`config.mk`:
```
export PLATFORM = sky130hd
export DESIGN_NAME = display_source_ctrl
export DESIGN_NICKNAME = d
export VERILOG_FILES = /design/src/rtl/display_pkg.sv /design/src/rtl/display_source_ctrl_step_sync.sv /design/src/rtl/display_source_ctrl.sv
export SDC_FILE = /design/constraint.sdc
export NUM_CORES = 1
export LEC_CHECK = 0
export ABC_AREA = 1
export BUFFER_PORTS_ARGS = -buffer_cell sky130_fd_sc_hd__buf_2
export CORE_AREA = 8 8 136 138
export CTS_CLUSTER_SIZE = 12
export DETAILED_ROUTE_END_ITERATION = 8
export DIE_AREA = 0 0 144 146
export PLACE_DENSITY = 0.85
export REMOVE_ABC_BUFFERS = 1
export SETUP_SLACK_MARGIN = 0.3
export SLEW_MARGIN = 15
export SYNTH_ARGS = -nofsm -noshare
export SYNTH_HDL_FRONTEND = slang
export SYNTH_SLANG_ARGS = --single-unit
```
`constraint.sdc`:
```
create_clock -name clock -period 2.4 [get_ports clock]
set_input_delay 0.36 -clock clock [delete_from_list [all_inputs] [get_ports clock]]
set_output_delay 0.36 -clock clock [all_outputs]
set_load 0.02 [all_outputs]
```
`src/rtl/display_pkg.sv`:
```
// Shared types and helpers for the hex-display source selector.
package display_pkg;

    typedef enum logic [1:0] {
        MANUAL = 2'd0,
        AUTO   = 2'd1,
        FROZEN = 2'd2
    } disp_state_t;

    localparam int NSRC_DEFAULT = 4;
    localparam int SRC_BITS     = 32;

    // Index width for nsrc sources; a single source still gets one bit.
    function automatic int src_idx_w(input int nsrc);
        return (nsrc < 2) ? 1 : $clog2(nsrc);
    endfunction

    function automatic int src_lsb(input int idx);
        return SRC_BITS * idx;
    endfunction

endpackage

```
`src/rtl/display_source_ctrl_step_sync.sv`:
```
// Two-flop synchronizer plus rising-edge register for a raw board button.
// The pulse is one clock wide and appears two edges after the first sampling edge.
module step_sync (
    input  logic clock,
    input  logic resetn,
    input  logic din,
    output logic rise
);

    logic meta;
    logic sync;
    logic sync_d;

    always_ff @(posedge clock or negedge resetn) begin
        if (!resetn) begin
            meta   <= 1'b0;
            sync   <= 1'b0;
            sync_d <= 1'b0;
            rise   <= 1'b0;
        end else begin
            meta   <= din;
            sync   <= meta;
            sync_d <= sync;
            rise   <= sync & ~sync_d;
        end
    end

endmodule

```
`src/rtl/display_source_ctrl.sv`:
```
// Shadows NSRC debug words and picks the one shown on the 8-digit hex display.
//  state  | meaning
//  MANUAL | each synchronized step edge advances the selection
//  AUTO   | selection advances every DWELL_CYCLES; a step edge also advances
//  FROZEN | shadows, selection, val and changed held; step edges discarded
module display_source_ctrl
    import display_pkg::*;
#(
    parameter int NSRC         = NSRC_DEFAULT,
    parameter int DWELL_CYCLES = 50_000_000
) (
    input  logic                       clock,
    input  logic                       resetn,
    input  logic [NSRC*SRC_BITS-1:0]   src_data,
    input  logic [NSRC-1:0]            src_valid,
    input  logic                       step,
    input  logic                       auto_en,
    input  logic                       freeze,
    output logic [SRC_BITS-1:0]        val,
    output logic [src_idx_w(NSRC)-1:0] cur_src,
    output logic                       changed
);

    localparam int            IW       = src_idx_w(NSRC);
    localparam int            CW       = $clog2(DWELL_CYCLES);
    localparam logic [IW-1:0] LAST_SRC = IW'(NSRC - 1);
    localparam logic [CW-1:0] TERM_CNT = CW'(DWELL_CYCLES - 1);

    disp_state_t         state;
    disp_state_t         state_next;
    logic [CW-1:0]       dwell;
    logic [CW-1:0]       dwell_next;
    logic [IW-1:0]       cur_next;
    logic                changed_next;
    logic                advance;
    logic                step_rise;
    logic [SRC_BITS-1:0] src_word [NSRC];
    logic [SRC_BITS-1:0] shadow   [NSRC];

    step_sync u_step_sync (
        .clock  (clock),
        .resetn (resetn),
        .din    (step),
        .rise   (step_rise)
    );

    for (genvar i = 0; i < NSRC; i++) begin : g_word
        assign src_word[i] = src_data[src_lsb(i) +: SRC_BITS];
    end

    always_ff @(posedge clock or negedge resetn) begin
        if (!resetn) begin
            for (int i = 0; i < NSRC; i++) shadow[i] <= '0;
        end else if (!freeze) begin
            for (int i = 0; i < NSRC; i++) begin
                if (src_valid[i]) shadow[i] <= src_word[i];
            end
        end
    end

    always_ff @(posedge clock or negedge resetn) begin
        if (!resetn) begin
            state   <= MANUAL;
            dwell   <= '0;
            cur_src <= '0;
            changed <= 1'b0;
            val     <= '0;
        end else begin
            state   <= state_next;
            dwell   <= dwell_next;
            cur_src <= cur_next;
            changed <= changed_next;
            if (state_next != FROZEN) val <= shadow[cur_src];
        end
    end

    // The mode is taken from this cycle's levels; a mode differing from the
    // registered state is a transition, which leaves the dwell counter at zero.
    always_comb begin
        state_next = MANUAL;
        dwell_next = '0;
        advance    = 1'b0;
        if (freeze) begin
            state_next = FROZEN;
        end else if (auto_en) begin
            state_next = AUTO;
        end

        case (state_next)
            AUTO: begin
                advance = step_rise || (state == AUTO && dwell == TERM_CNT);
                if (state == AUTO && !advance) dwell_next = dwell + CW'(1);
            end
            MANUAL:  advance = step_rise;
            default: advance = 1'b0;
        endcase

        cur_next = cur_src;
        if (advance) cur_next = (cur_src == LAST_SRC) ? '0 : cur_src + IW'(1);

        changed_next = changed;
        if (advance) begin
            changed_next = 1'b0;
        end else if (!freeze && src_valid[cur_src]) begin
            changed_next = 1'b1;
        end
    end

endmodule
```
# Word level (Yosys, flattened, before mapping)
# Index checks and enable logic that the tools add are counted.
# totals
elab_cells	51
input_bits	137
ff_bits	195
# op_classes
n_mux	13
n_reduce_logical	12
add_sub_neg	2
n_lt_le_gt_ge	2
bitwise	4
n_eq_ne	5
# ops
cell	n
32-bit binary-select mux with 2-bit select	1
32-bit two-way mux	2
26-bit two-way mux	2
26-bit by 1-bit adder with 26-bit output, second input constant	1
26-bit equality test, second input constant	1
2-bit AND reduction	4
2-bit by 1-bit equality test with 1-bit output, second input constant	2
1-bit two-way mux	4
2-bit two-way mux	2
3-bit >= comparator, second input constant	1
1-bit logical AND	3
2-bit by 3-bit less-than comparator with 1-bit output, second input constant	1
2-bit NOT with 3-bit output	1
2-bit by 1-bit adder with 2-bit output, second input constant	1
1-bit binary-select mux with 2-bit select	1
2-bit equality test, second input constant	1
1-bit logical NOT	2
2-bit logical NOT	1
2-bit inequality test, second input constant	1
1-bit NOT	2
1-bit one-hot mux with 2 select lines	1
2-bit nonzero test	1
1-bit bitwise AND	1
1-bit logical OR	1

# Logic depth before layout (Yosys ltp)
# Gate-level depths: netlist (run 1).
# logic_depth
ltp_word	7
depth_mapped	9
mapped_depth_nobuf	9

# Hierarchy
# From an unflattened synthesis (run 1), not the netlist that was laid out.
# hier_totals
cells_unflattened	926
area_unflattened_um2	8764.7
# by_module_without_submodules
module	cells_per_inst	area_each_um2	instances
display_source_ctrl	920	8654.6	1
step_sync	6	110.1	1

# Worst setup path after synthesis (run 1)
# OpenSTA, ideal clock, no wires.
# synth_timing
path_type	reg2reg
from	reg dwell[0]
to	reg dwell[4]
period_less_slack_ns	1.500
stages_incl_launch_ff	10
setup_ns	0.121
slack_ns	0.900
t_arrival_ns	1.379
cell_sequence	dfrtp_1 > ha_1 > nand2_2 > nor2_4 > nand2_2 > nor2_4 > nand3b_4 > nand2_4 > buf_12 > nor2_2
# synth_via
elab_chain_len	7
# synth_rtl
item	line_no	rtl
start, declared	display_source_ctrl.sv:31	logic [CW-1:0] dwell;
start signal, assigned	display_source_ctrl.sv:70	dwell <= dwell_next;
branches (longest 5 deep; another with 26-bit by 1-bit adder with 26-bit output)	-	
26-bit two-way mux *	display_source_ctrl.sv:92	if (state == AUTO && !advance) dwell_next = dwell + CW'(1);
26-bit two-way mux *	display_source_ctrl.sv:89	case (state_next)
named net dwell_next[4]	display_source_ctrl.sv:32	logic [CW-1:0] dwell_next;
# Mark *: on every way through the listed nets, which the timed path passes.
# A chain may end at the register's enable or synchronous reset.

# Worst setup path after layout (run 1)
# layout_timing
from	reg cur_src[0]
to	out cur_src[0]
# layout_rtl
item	line_no	rtl
start, declared	display_source_ctrl.sv:20	output logic [src_idx_w(NSRC)-1:0] cur_src,
start signal, assigned	display_source_ctrl.sv:71	cur_src <= cur_next;
# No word-level cell between the ends.

==> results of run 1 <==
cell usage after synthesis:
cell,instances
xor2_1,6
nor3_4,1
nor4_1,1
nor3_1,4
a21oi_1,99
buf_12,1
nand2_4,1
nor2_2,12
nand4_1,2
o31ai_1,1
nor2_4,3
inv_1,97
nand2_2,5
buf_1,4
nand3_1,13
dfrtp_1,195
o21bai_1,1
nand3b_4,1
buf_2,18
inv_2,1
o21ai_0,36
a31oi_1,32
clkbuf_1,25
nand2_1,105
ha_1,2
xnor2_1,7
nand3b_1,1
mux2_2,64
nand3_2,1
o211ai_1,32
nor2_1,159
power breakdown:
part	internal (W)	switching, W	leakage, nW	total (W)
Combinational	0.000972	0.00147	2.32	0.00244
Sequential	0.00387	0.000469	2.27	0.00434
Clock	0.00162	0.00128	0.295	0.00290
Total	0.00647	0.00321	4.89	0.00968
metal layers:
layer / global-route usage (%) / vias up / routed length [microns]
li1: - / 3359 / -
met2: 34.5 / 289 / 10700
met1: 27.7 / 3383 / 9200
met3: 4.99 / 35 / 1450
met4: 7.31 / 0 / 494
met5: 0 / - / 0
area by class of cell:
type	instances	share of cell area (%)
Sequential cell	195	46.5
Multi-Input combinational cell	589	31.4
Timing Repair Buffer	189	10.3
Clock buffer	21	4.39
Inverter	98	3.50
Tap cell	220	2.62
Clock inverter	11	1.32
per-stage QoR:
stage	utilization [%]	setup slack, ns	instances	power [W]
after floorplan	-	-0.592	882	0.00577
after global placement	60.7	0.764	1290	0.00673
after detailed placement	60.7	0.696	1290	0.00682
after CTS	64.5	0.510	1323	0.00973
after global routing	64.5	0.434	1323	0.0102
final	64.5	0.515	1323	0.00968
worst min-delay path by stage:
stage                     start                to  slack [ns]
6_report                   step  u_step_sync.meta        0.05
4_1_cts                    step  u_step_sync.meta        0.04
3_3_place_gp   u_step_sync.meta  u_step_sync.sync        0.34
5_1_grt                    step  u_step_sync.meta        0.04
2_1_floorplan            resetn           changed        0.06
3_5_place_dp   u_step_sync.meta  u_step_sync.sync        0.34
flip-flops by register name (all words and copies together) (netlist names):
name,cells
u_step_sync.meta,1
changed,1
shadow,128
u_step_sync.rise,1
state,2
dwell,26
val,32
u_step_sync.sync_d,1
u_step_sync.sync,1
cur_src,2
cells by family (layout without fill, tap and decap cells):
| group | count (synthesis) | in the layout | synth area share [%] |
|---|---|---|---|
| mux | 64 | 64 | 8.23 |
| xor+xnor | 13 | 13 | 1.30 |
| buf+inv | 146 | 319 | 6.70 |
| compound gates | 201 | 201 | 12.9 |
| fa+ha+maj | 2 | 2 | 0.286 |
| flops | 195 | 195 | 55.7 |
| simple gates | 309 | 309 | 14.8 |
repair_timing:
item	CTS	global route
hold buffers	1	0
resized for setup	0	0
hold endpoints to repair	66	0
==> reports/metrics.cfg, run 1 <==
[worst_setup_path]
path_delay_family=flip-flops
path_buf_inv=1
r2r_setup_slack_ns=0.71
reg2regPathDepth=8
worstPathRequired_ns=2.04
crit_chain=buf_2
slowest_delay_ns=0.80
crit_end=cur_src[0]
crit_path_start=cur_src[0]
path_depth=1
critical_path_class=flip-flop to output port
critPathArrivalTime_ns=1.53
rr_endpoint=dwell[22]
crit_path_max_fanout=57
critPathLaunchType=flip-flop
cp-end-kind=output port
cp_slowest_cell=dfrtp_4
timing.rr.start=dwell[0]

[floorplanning]
dieHeight_microns=146
core_area_sq_um=16300
start_util_pct=53.8
dieArea_sq_um=21000
fp-row-count=47
io_pins=172
die_width_microns=144

[clock_network]
htree_levels=4
clock-sinks=195
cts_tree=yes
clock_path_buffers=2
clk_pin_slew_worst_paths_ns=0.07
cts_buffers=17
cts_root_buf=clkbuf_16
cts_setup_buffers=0
clkLatencyLatePin_ns=0.43

[synthesis]
synth.top_cell.area_share_pct=55.7
avgSynthCellArea_sq_um=9.42
synthTopCellsByArea=dfrtp_1, mux2_2, nor2_1, a21oi_1, nand2_1
yosysTopAreaCell=dfrtp_1
seq_area_frac_synth_pct=55.7
synth_warnings=0
syn-instance-count=930
ys_seq_elements=195
synth.cell_area_sq_um=8760
ys_types=31

[sta]
drv_slew=0
min_period_ns=1.89
finalCritPeriodShare_pct=78.5
whs_ns=0.0511
fmax_mhz=530
tns_ns=0
slew_headroom_pct=60.1
rsz0062_at_grt=no
finalSetupViolations=0
hold_viol_final=0
fin_skew_ns=0.0114
worst_pin_slew_ns=0.599

[drt]
finalWirelength_mm=21.8
vias=7066
viasPerCell=5.34
drt_iter0_drc=557
route.detailed.drc=0
ant_nets=0
wl_per_cell_microns=16.5
drtPass1Iterations=5

[outcome]
status=complete, no violations

[job]
maxCapViolations=0

[worst_hold_path]
hold_class=input pin to flip-flop
hold_path_depth=1

[pwr]
irDropWorstVdd_mv=0.565
p_leak_nw=4.89
power.density_nw_per_um2=922

[placed_design]
placed_area_sq_um=9890
portBuffers=171
place_congestion=0.902
hpwl_mm=15.2

[grt]
grt_pass1_vias=7268
grt_max_degree=70
grt_overflow=0
antenna_found_initial=0
grt_pass1_wl_mm=35.6
grt_usage_pct=21.4

[finish]
final_nets=1229
drive_above_1_share_pct=28.2
fillers=1248
layout_commonest_cell=dfrtp_1
final_cell_mix=dfrtp_1, buf_2, nor2_1, nand2_1, a21oi_1
syn2layout_area_growth_pct=19.9
final_cell_area_sq_um=10500
n_antenna_cell=0
regArea_sq_um=4880
multi_input_area_sq_um=3300

Note: power is estimated with default switching activity, not from simulation.
==> run 2: changes to the inputs <==
==> constraint.sdc (replaced) <==
create_clock -name clock -period 1.8 [get_ports clock]
set_input_delay 0.27 -clock clock [delete_from_list [all_inputs] [get_ports clock]]
set_output_delay 0.27 -clock clock [all_outputs]
set_load 0.02 [all_outputs]
==> reports/metrics.cfg, run 2 (synthesis results as in run 1) <==
[outcome]
status=complete, no violations  ; unchanged

[finish]
final_cell_mix=dfrtp_1, buf_2, nor2_1, nand2_1, a21oi_1  ; unchanged
final_cell_area_sq_um=11100  ; was 10500 sq um
largest-register=shadow  ; unchanged
drive_above_1_share_pct=32.4  ; was 28.2%
fillers=1200  ; was 1248
layout_commonest_cell=dfrtp_1  ; unchanged
n_antenna_cell=0  ; unchanged
final_nets=1260  ; was 1229
largest_register_ffs=128  ; unchanged
stdcell_count=1354  ; was 1323
syn2layout_area_growth_pct=26.3  ; was 19.9%
top_regs=shadow (128), val (32), dwell (26)  ; unchanged

[floorplanning]
fp-row-count=47  ; unchanged
dieArea_sq_um=21000  ; unchanged
dieHeight_microns=146  ; unchanged
start_util_pct=53.8  ; unchanged
core_area_sq_um=16300  ; unchanged
io_pins=172  ; unchanged
die_width_microns=144  ; unchanged

[grt]
grt_max_degree=65  ; was 70
grt_usage_pct=23.2  ; was 21.4%
grt_pass1_wl_mm=38.5  ; was 35.6 mm
antenna_found_initial=1  ; was 0
grt_overflow=0  ; unchanged
grt_pass1_vias=7811  ; was 7268

[worst_setup_path]
rr_endpoint=dwell[2]  ; was dwell[22]
slowest_delay_ns=0.37  ; was 0.80 ns
crit_path_max_fanout=7  ; was 57
r2r_setup_slack_ns=0.19  ; was 0.71 ns
timing.rr.start=dwell[0]  ; unchanged
critPathMostFrequentCell=nor2_4
cp-end-kind=flip-flop  ; was output port
critPathArrivalTime_ns=1.92  ; was 1.53 ns
crit_path_start=dwell[0]  ; was cur_src[0]
crit_end=dwell[2]  ; was cur_src[0]
worstPathRequired_ns=2.11  ; was 2.04 ns
crit_chain=ha_2, nand2_2, nor2_4, nand2_2, nor2_4, nand3b_4, nand2_8, nor2_4  ; was buf_2
reg2regPathDepth=8  ; unchanged
critical_path_class=flip-flop to flip-flop  ; was flip-flop to output port
critPathLaunchType=flip-flop  ; unchanged
cp_slowest_cell=dfrtp_1  ; was dfrtp_4

[sta]
rsz0062_at_grt=yes  ; was no
fmax_mhz=622
finalSetupViolations=0  ; unchanged
slew_headroom_pct=73.8  ; was 60.1%
fin_skew_ns=0.00727  ; was 0.0114 ns
hold_viol_final=0  ; unchanged
whs_ns=0.0631  ; was 0.0511 ns
min_period_ns=1.61
drv_slew=0  ; unchanged
finalCritPeriodShare_pct=89.4
worst_pin_slew_ns=0.393  ; was 0.599 ns

[pwr]
fin_total_pwr_w=0.0136  ; was 0.00968 W
p_sw_share_pct=33.0  ; was 33.2%
p_seq_share_pct=41.3  ; was 44.8%
power_frac_clock_pct=30.3  ; was 30.0%
power.internal_w=0.00912  ; was 0.00647 W
p_sw_w=0.00449  ; was 0.00321 W
p_leak_nw=5.12  ; was 4.89 nW
irDropWorstVdd_mv=0.696  ; was 0.565 mV
power.density_nw_per_um2=1230  ; was 922 nW/um^2
p_comb_share_pct=28.4  ; was 25.2%

[worst_hold_path]
hold_class=input pin to flip-flop  ; unchanged

[placed_design]
place_congestion=0.890  ; was 0.902
hpwl_mm=15.4  ; was 15.2 mm
portBuffers=171  ; unchanged
dp_cells=1291  ; was 1290
placed_area_sq_um=9960  ; was 9890 sq um

[drt]
ant_nets=0  ; unchanged
vias=7502  ; was 7066
route.detailed.drc=0  ; unchanged
viasPerCell=5.54  ; was 5.34
wl_per_cell_microns=17.9  ; was 16.5 microns
finalWirelength_mm=24.2  ; was 21.8 mm
drt_iter0_drc=708  ; was 557
drtPass1Iterations=6  ; was 5

[clock_network]
cts_buffers=17  ; unchanged
cts_root_buf=clkbuf_16  ; unchanged
htree_levels=4  ; unchanged
clk_pin_slew_worst_paths_ns=0.07  ; about the same
clkLatencyLatePin_ns=0.43  ; about the same
clock_path_buffers=2  ; unchanged
cts_tree=yes  ; unchanged
clock-sinks=195  ; unchanged

[job]
maxCapViolations=0  ; unchanged

-- run 2: changes by cell type in the layout (fill, tap and decap cells not counted), moves of 3 or more --
cell | before | now
nor2_4 | 3 | 11
buf_4 | 11 | 28
nor2_2 | 12 | 19
inv_6 | 8 | 4
nor2_1 | 159 | 144
buf_12 | 6 | 11
nand2_8 | 0 | 4
nand2_1 | 103 | 100
-- run 2: power groups by stage --
stage	Combinational [W]	Sequential, W	Clock, W
after floorplan	0.00136	0.00633	0
final	0.00387	0.00562	0.00412
after global placement	0.00327	0.00578	0
after CTS	0.00372	0.00561	0.00415
after global routing	0.00423	0.00569	0.00432
after detailed placement	0.00339	0.00579	0
-- run 2: layer usage --
metal | share of wire [%] | GRT usage [%] | vias to the layer above
met2 | 50 | 37.2 | 345
met4 | 2.6 | 8.73 | 2
met5 | 0.054 | 0 | -
met1 | 41 | 29.6 | 3660
li1 | - | - | 3447
met3 | 7.2 | 5.74 | 48
-- run 2: how the worst min path moves through the flow --
stage	startpoint	end	slack, ns	cells after the start
3_3_place_gp	resetn	shadow[74]	0.24	1
3_5_place_dp	resetn	shadow[74]	0.24	1
2_1_floorplan	resetn	changed	-0.03	0
4_1_cts	src_data[31]	shadow[127]	0.05	2
6_report	src_data[31]	shadow[127]	0.06	2
5_1_grt	src_data[86]	shadow[54]	0.05	2
-- run 2: stage by stage --
stage          util [%]  worst slack (ns)  setup TNS, ns
3_3_place_gp       61.1             0.143              0
3_5_place_dp       61.1            0.0559              0
5_1_grt            67.9             0.131              0
2_1_floorplan         -             -1.19         -99.82
4_1_cts            66.5             0.219              0
6_report           67.9             0.191              0
-- run 2: layout make-up --
type,instances,area (sq um),share of cell area (%)
clock buffers,19,443,4.00
clock inverters,13,195,1.76
inverters,98,368,3.33
multi-input cells,593,3510,31.7
flip-flops and latches,195,4890,44.2
well taps,220,275,2.49
repair buffers,216,1380,12.5
-- run 2: what timing repair did --
item | CTS | global route
hold endpoints to repair | 43 | 0
pin swaps | 12 | 8
hold buffers | 3 | 0
cloned | 4 | 1
endpoints found under the setup margin | 30 | 36
buffers inserted | 15 | 8
gates resized for setup | 8 | 38
-- run 2: worst max-delay path: cells and delay by family (launching register included) --
kind,cells,cell delay (ns)
and+or+nand+nor,7,0.92
DFF,1,0.37
adders and majority gates,1,0.20
